<file path="src/rtl/gam_assoc_sequencer.sv">
// Front-end sequencer for the GAM associative layer: buffers key/response pairs
// and issues key-learn, settle gap, response-learn, then waits for learning-done.
module gam_assoc_sequencer #(
  parameter int CLASS_W    = 8,
  parameter int VEC_W      = 64,
  parameter int FIFO_DEPTH = 4,
  parameter int KEY_GAP    = 2,
  parameter int TIMEOUT    = 15
) (
  input  logic               clk,
  input  logic               rst,
  input  logic               pair_valid,
  output logic               pair_ready,
  input  logic [VEC_W-1:0]   key_vec,
  input  logic [CLASS_W-1:0] key_class,
  input  logic [VEC_W-1:0]   resp_vec,
  input  logic [CLASS_W-1:0] resp_class,
  input  logic               flush,
  output logic [VEC_W-1:0]   al_x,
  output logic [CLASS_W-1:0] al_c,
  output logic               al_key_response,
  output logic               al_start,
  input  logic               al_done,
  output logic               busy,
  output logic [15:0]        pair_count,
  output logic               timeout_err
);

  localparam int PTR_W   = (FIFO_DEPTH > 1) ? $clog2(FIFO_DEPTH) : 1;
  localparam int CNT_W   = PTR_W + 1;
  localparam int GAP_W   = (KEY_GAP > 1) ? $clog2(KEY_GAP + 1) : 1;
  localparam int TMR_W   = $clog2(TIMEOUT + 1);
  localparam int ENTRY_W = 2 * (VEC_W + CLASS_W);

  localparam logic [CNT_W-1:0] DEPTH_C  = CNT_W'(FIFO_DEPTH);
  localparam logic [GAP_W-1:0] GAP_LAST = GAP_W'(KEY_GAP - 1);
  localparam logic [TMR_W-1:0] TMR_LAST = TMR_W'(TIMEOUT - 1);

  typedef enum logic [2:0] {
    S_IDLE,
    S_KEY_ISSUE,
    S_KEY_WAIT,
    S_RESP_ISSUE,
    S_RESP_WAIT
  } state_e;

  state_e               state_q;
  logic [ENTRY_W-1:0]   mem_q [FIFO_DEPTH];
  logic [PTR_W-1:0]     wr_ptr_q, rd_ptr_q;
  logic [CNT_W-1:0]     count_q, count_d;
  logic                 pair_ready_q;
  logic                 push, pop;

  logic [VEC_W-1:0]     head_kv, head_rv;
  logic [CLASS_W-1:0]   head_kc, head_rc;
  logic [VEC_W-1:0]     resp_vec_q;
  logic [CLASS_W-1:0]   resp_class_q;

  logic [GAP_W-1:0]     gap_q;
  logic [TMR_W-1:0]     tmr_q;
  logic [VEC_W-1:0]     al_x_q;
  logic [CLASS_W-1:0]   al_c_q;
  logic                 al_kr_q, al_start_q, busy_q, timeout_err_q;
  logic [15:0]          pair_count_q;

  assign {head_kv, head_kc, head_rv, head_rc} = mem_q[rd_ptr_q];

  // Flush overrides both sides: queued pairs are dropped and a same-cycle push is lost.
  always_comb begin
    push    = pair_valid & pair_ready_q & ~flush;
    pop     = (state_q == S_IDLE) & (count_q != '0) & ~flush;
    count_d = count_q;
    if (flush)
      count_d = '0;
    else if (push && !pop)
      count_d = count_q + CNT_W'(1);
    else if (pop && !push)
      count_d = count_q - CNT_W'(1);
  end

  always_ff @(posedge clk) begin
    if (rst || flush) begin
      wr_ptr_q <= '0;
      rd_ptr_q <= '0;
    end else begin
      if (push) wr_ptr_q <= wr_ptr_q + PTR_W'(1);
      if (pop)  rd_ptr_q <= rd_ptr_q + PTR_W'(1);
    end
    if (rst) begin
      count_q      <= '0;
      pair_ready_q <= 1'b1;
    end else begin
      count_q      <= count_d;
      pair_ready_q <= (count_d != DEPTH_C);
    end
  end

  always_ff @(posedge clk) begin
    if (push) mem_q[wr_ptr_q] <= {key_vec, key_class, resp_vec, resp_class};
  end

  always_ff @(posedge clk) begin
    if (rst) begin
      state_q       <= S_IDLE;
      al_start_q    <= 1'b0;
      al_kr_q       <= 1'b0;
      al_x_q        <= '0;
      al_c_q        <= '0;
      gap_q         <= '0;
      tmr_q         <= '0;
      pair_count_q  <= '0;
      timeout_err_q <= 1'b0;
      busy_q        <= 1'b0;
    end else begin
      al_start_q <= 1'b0;
      busy_q     <= 1'b1;
      case (state_q)
        S_IDLE: begin
          if (pop) begin
            state_q      <= S_KEY_ISSUE;
            al_start_q   <= 1'b1;
            al_kr_q      <= 1'b0;
            al_x_q       <= head_kv;
            al_c_q       <= head_kc;
            resp_vec_q   <= head_rv;
            resp_class_q <= head_rc;
          end else begin
            busy_q <= (count_d != '0);
          end
        end
        S_KEY_ISSUE: begin
          gap_q   <= '0;
          state_q <= S_KEY_WAIT;
        end
        S_KEY_WAIT: begin
          if (gap_q == GAP_LAST) begin
            state_q    <= S_RESP_ISSUE;
            al_start_q <= 1'b1;
            al_kr_q    <= 1'b1;
            al_x_q     <= resp_vec_q;
            al_c_q     <= resp_class_q;
          end else begin
            gap_q <= gap_q + GAP_W'(1);
          end
        end
        S_RESP_ISSUE: begin
          tmr_q   <= '0;
          state_q <= S_RESP_WAIT;
        end
        S_RESP_WAIT: begin
          // Done is checked first so it wins over a coincident timeout.
          if (al_done) begin
            pair_count_q <= pair_count_q + 16'd1;
            state_q      <= S_IDLE;
            busy_q       <= (count_d != '0);
          end else if (tmr_q == TMR_LAST) begin
            timeout_err_q <= 1'b1;
            state_q       <= S_IDLE;
            busy_q        <= (count_d != '0);
          end else begin
            tmr_q <= tmr_q + TMR_W'(1);
          end
        end
        default: state_q <= S_IDLE;
      endcase
    end
  end

  assign pair_ready      = pair_ready_q;
  assign al_x            = al_x_q;
  assign al_c            = al_c_q;
  assign al_key_response = al_kr_q;
  assign al_start        = al_start_q;
  assign busy            = busy_q;
  assign pair_count      = pair_count_q;
  assign timeout_err     = timeout_err_q;

endmodule

</file>
<file path="config.mk">
export PLATFORM = sky130hd
export DESIGN_NAME = gam_assoc_sequencer
export DESIGN_NICKNAME = d
export VERILOG_FILES = /design/src/rtl/gam_assoc_sequencer.sv
export SDC_FILE = /design/constraint.sdc
export NUM_CORES = 1
export LEC_CHECK = 0
export CAP_MARGIN = 20
export CORE_UTILIZATION = 50
export CTS_CLUSTER_SIZE = 30
export DETAILED_ROUTE_END_ITERATION = 10
export PLACE_DENSITY = 0.76
export SETUP_SLACK_MARGIN = 0.5
export SYNTH_ARGS = -nofsm -noshare
export SYNTH_HDL_FRONTEND = slang
export SYNTH_SLANG_ARGS = --single-unit
</file>
<file path="constraint.sdc">
create_clock -name clk -period 8.8 [get_ports clk]
set_clock_uncertainty 0.1 [all_clocks]
set_input_delay 1.76 -clock clk [delete_from_list [all_inputs] [get_ports clk]]
set_output_delay 1.76 -clock clk [all_outputs]
set_load 0.01 [all_outputs]
</file>
* Yosys cells after proc, flatten, opt, wreduce, memory -nomap -nowiden *
Memories as Yosys holds them, arrays and structs flattened. A register that Yosys moved wholly into a read port is not among the register bits.
Index checks and enable logic that the tools add are counted.

operators by class
  reductions and logical operators = 18
  bitwise operators = 7
  equal/unequal tests = 13
  multiplexer cells = 33
  add/subtract/negate cells = 7

operators by type and width
  operator                                             number
  two-way mux 64 bit                                   2
  case mux 64 bit (2 select lines)                     1
  two-way mux 3 bit                                    7
  adder 16 x 1 -> 16 bit, second input constant        1
  two-way mux 8 bit                                    2
  case mux 8 bit (2 select lines)                      1
  case mux 3 bit (5 select lines)                      1
  AND reduction 3 bit                                  5
  inequality test 2 bit, second input constant         5
  two-way mux 1 bit                                    9
  two-way mux 4 bit                                    2
  case mux 4 bit (2 select lines)                      1
  adder 2 x 1 -> 2 bit, second input constant          3
  equality test 3 x 2 -> 1 bit, second input constant  2
  two-way mux 2 bit                                    3
  inequality test 3 bit, second input constant         2
  case mux 1 bit (2 select lines)                      3
  nonzero test 2 bit                                   3
  nonzero test 3 bit                                   2
  adder 4 x 1 -> 4 bit, second input constant          1
  AND 1 bit                                            4
  equality test 4 bit, second input constant           1
  case mux 2 bit (2 select lines)                      1
  AND reduction 2 bit                                  2
  10 further kinds                                     14

storage, ports and cells
  RAM bits = 576
  input port bits = 149
  output and inout port bits = 93
  flip-flop bits (word level) = 181
  memories = 1

memories
  memory  depth  width  rd ports  clocked after Yosys merged registers in  write ports  RTL line  RTL
  mem_q   4      144    1         1                                        1            48        logic [ENTRY_W-1:0] mem_q [FIFO_DEPTH];

* Depth between registers and ports, before layout *
  depth after elaboration = 11
  gate-level depth with buffers = 8
  depth with buffers taken out = 6

* Worst setup path before layout *
No wires, ideal clock.

  kind = input -> register
  from = in pair_valid
  to = mem mem_q[0][0] (netlist name), enable pin
  cell stages on the path = 3
  data required time = 8179 ps
  setup time = 521 ps
  path buffers = 0
  slack = 2772 ps
  arrival time = 5407 ps
  cell sequence = nand2_1 nor2_1 and2_1

on the way
  longest elaborated chain between the ends = 4

ends and longest elaborated chain
  item                                     RTL line  RTL
  from (decl)                              12        input logic pair_valid,
  AND 1 bit (2 in series)                  70        push = pair_valid & pair_ready_q & ~flush;
  two-way mux 1 bit                        99        if (push) mem_q[wr_ptr_q] <= {key_vec, key_class, resp_vec, resp_class};
  two-way mux 1 bit (not written as such)  99
  to (decl)                                48

No other way between the ends.

* Worst setup path after layout *
  from = in pair_valid
  to = mem mem_q[3][69] (netlist name), enable pin

Same word-level chain as after synthesis.

==> results.json <==
{
  "status": "complete, no violations",
  "period_share": 0.493,
  "cts_tree": "yes",
  "cts_resized": 0,
  "gp_congestion": 0.748,
  "routed_wl_um": 57500,
  "max_cap_violations": 0,
  "final_cell_mix": "648 x edfxtp_1, 240 x clkdlybuf4s50_1, 144 x mux4_2",
  "power.density_nw_per_um2": 234,
  "io_buffers": 241,
  "area_growth_pct": 20.5,
  "fillers": 3830,
  "cts.sinks": 759,
  "synth_top_area_frac": 0.693,
  "fin_total_pwr_mw": 7.93,
  "drt-wirelength-per-cell_um": 23.5,
  "root_buffer": "clkbuf_16",
  "yosysWarnings": 0,
  "hold_path_end": "al_key_response$_SDFFE_PP0P_",
  "num_rows": 86,
  "drive_above_1_share": 0.208,
  "async_reset_ff_frac": 0,
  "ys_ff_latch": 759,
  "max_freq_mhz": 230,
  "ios": 242,
  "crit_arrival_ns": 4.47,
  "cts_htree_levels": 3,
  "worst-slew-pin-transition_ns": 1.07,
  "synth_ff_type": "edfxtp_1",
  "synthTopCellsByArea": "edfxtp_1 69%, mux4_2 12%, dfxtp_1 7.9%",
  "grt_pass1_vias": 14700,
  "ff2ff_setup_slack_ns": 5.69,
  "worstSetupStartpointType": "input pin",
  "initial_core_util": 0.508,
  "die_h_um": 239,
  "finalMaxSlewViolations": 0,
  "r2r-end": "al_x[53]$_SDFFE_PP0P_",
  "peakVddDrop_uv": 201,
  "grt-ovfl-total": 0,
  "synth.distinct_cells": 51,
  "path_clk_slew_ns": 0.06,
  "synth_edf_count": 648,
  "relSlewSlack": 0.288,
  "fin_util": 0.612,
  "synthCells": 1371,
  "hold_ws_ns": 0.386,
  "layout_commonest_cell": "edfxtp_1",
  "clock_latency_ns": 0.61,
  "post-dp-hpwl_um": 32700,
  "place_ws_ns": 3.79,
  "reg2reg_depth": 4,
  "track_usage": 0.205,
  "hp-start": "al_key_response$_SDFFE_PP0P_",
  "worst_slack_ns": 4.46,
  "rsz0062_at_grt": "false",
  "die_w_um": 239,
  "endpoint_kind": "register",
  "syn-mean-instance-area_um2": 20.5,
  "p_sw_frac": 0.210,
  "hold_viol": 0,
  "drt_first_iter_violations": 888,
  "finalCriticalPeriod_ns": 4.34,
  "drc": 0,
  "synthesis.area_um2": 28100,
  "coreArea_um2": 55300,
  "final_nets": 1791,
  "holdPathStages": 2,
  "clockPowerShare": 0.415,
  "cp.required_ns": 8.92,
  "power.share.sequential": 0.513,
  "antenna_found_initial": 10,
  "cts_setup_buffers": 0,
  "ctsHoldBuffers": 0,
  "detailroute.via_count": 13900,
  "clockBufferDepth": 3,
  "critPathKind": "in2reg",
  "dr.pass1.iters": 5,
  "grt_max_degree": 145,
  "hold_class": "reg2reg",
  "syn_nets": 1531,
  "p_sw_mw": 1.66,
  "p_leak_nw": 10.6,
  "synth_top_area_cell": "edfxtp_1",
  "fin_setup_tns_ns": 0,
  "crit_fanout": 67,
  "combinationalPowerShare": 0.072,
  "grt_first_pass_wirelength_um": 86700,
  "ant_nets": 0,
  "viasPerCell": 5.66,
  "cts_buffers": 77,
  "setup_viol": 0,
  "dieArea_um2": 57100,
  "ys_seq_area_frac": 0.772,
  "p_int_mw": 6.27
}
[stage by stage]
stage	std cells	area, um2
floorplan	1371	28100
detailed placement	2299	31200
CTS	2442	33800
global route	2450	33900
global placement	2299	31200
finish	2450	33900
[cell usage after synthesis, types with 2 or more instances]
cell type and count:
nor3_1 7, o21a_1 2, mux4_2 144, and2_1 7, or3_1 7, or2_2 2
o31ai_1 3, edfxtp_1 648, o21ai_0 7, buf_1 2, nor2_1 96, a211oi_1 16
xor2_1 9, a21oi_1 14, a22oi_1 73, or4_1 3, nand3_1 12, buf_6 9
nand2b_1 3, nor2b_1 5, and3_1 3, nand2_1 14, clkbuf_1 42, and4_1 3
a211oi_2 56, buf_4 6, nand4_1 4, inv_1 8, xnor2_1 5, ha_1 11
buf_2 20, dfxtp_1 111
[registers in the layout, summed over array words and instances (netlist names), 2 cells and up, named ones only]
name,flops
resp_class_q,8
count_q,3
mem_q,576
al_c,8
tmr_q,4
resp_vec_q,64
state_q,3
rd_ptr_q,2
pair_count,16
al_x,64
wr_ptr_q,2
gap_q,2
[power groups by stage]
stage	registers (mW)	logic, mW	clock network, mW
final	4.07	0.569	3.29
after global routing	4.08	0.613	3.49
after CTS	4.07	0.578	3.35
after detailed placement	4.15	0.574	0
after global placement	4.14	0.558	0
after floorplan	4.15	0.317	0
[critical path: stages]
cell             delay [ns]
clkdlybuf4s50_1        0.52
nand2_1                0.17
nor2_1                 0.32
and2_4                 0.90
buf_4                  0.71
[area by class of cell]
cell class	instances	area, um2	area share
flip-flops and latches	759	21700	0.641
clock buffers	105	2170	0.0640
well taps	748	936	0.0276
clock inverters	38	428	0.0126
inverters	8	30.0	0.000887
multi-input cells	525	6000	0.177
diodes	7	17.5	0.000517
repair buffers	260	2600	0.0767
[worst max-delay path by stage]
stage	from	endpoint	slack, ns	cells after the start
after floorplan	pair_valid	mem_q[0][0]$_DFFE_PP_	2.77	3
after global placement	pair_valid	mem_q[3][131]$_DFFE_PP_	3.87	5
after detailed placement	pair_valid	mem_q[1][59]$_DFFE_PP_	3.79	5
after CTS	pair_valid	mem_q[1][59]$_DFFE_PP_	4.43	5
after global routing	pair_valid	mem_q[3][69]$_DFFE_PP_	4.28	5
final	pair_valid	mem_q[3][69]$_DFFE_PP_	4.46	5
[kinds of logic (layout without fill, tap and decap cells)]
logic type	after synthesis	count (layout)	synth area share
DFF	759	759	0.772
xor gates and xnor gates	14	14	0.00436
other	0	7	0
AOI/OAI and AO/OA	181	181	0.0573
and+or+nand+nor	173	173	0.0298
buffers and inverters	87	411	0.0157
adders and majority gates	11	11	0.00490
muxes	146	146	0.116
[metal layers]
| metal | routed length, um | GRT usage |
|---|---|---|
| met5 | 39 | 0 |
| met4 | 1700 | 0.0802 |
| met2 | 29800 | 0.353 |
| met1 | 22700 | 0.256 |
| met3 | 3250 | 0.0388 |
No activity file was read; power rests on OpenSTA's default activity.
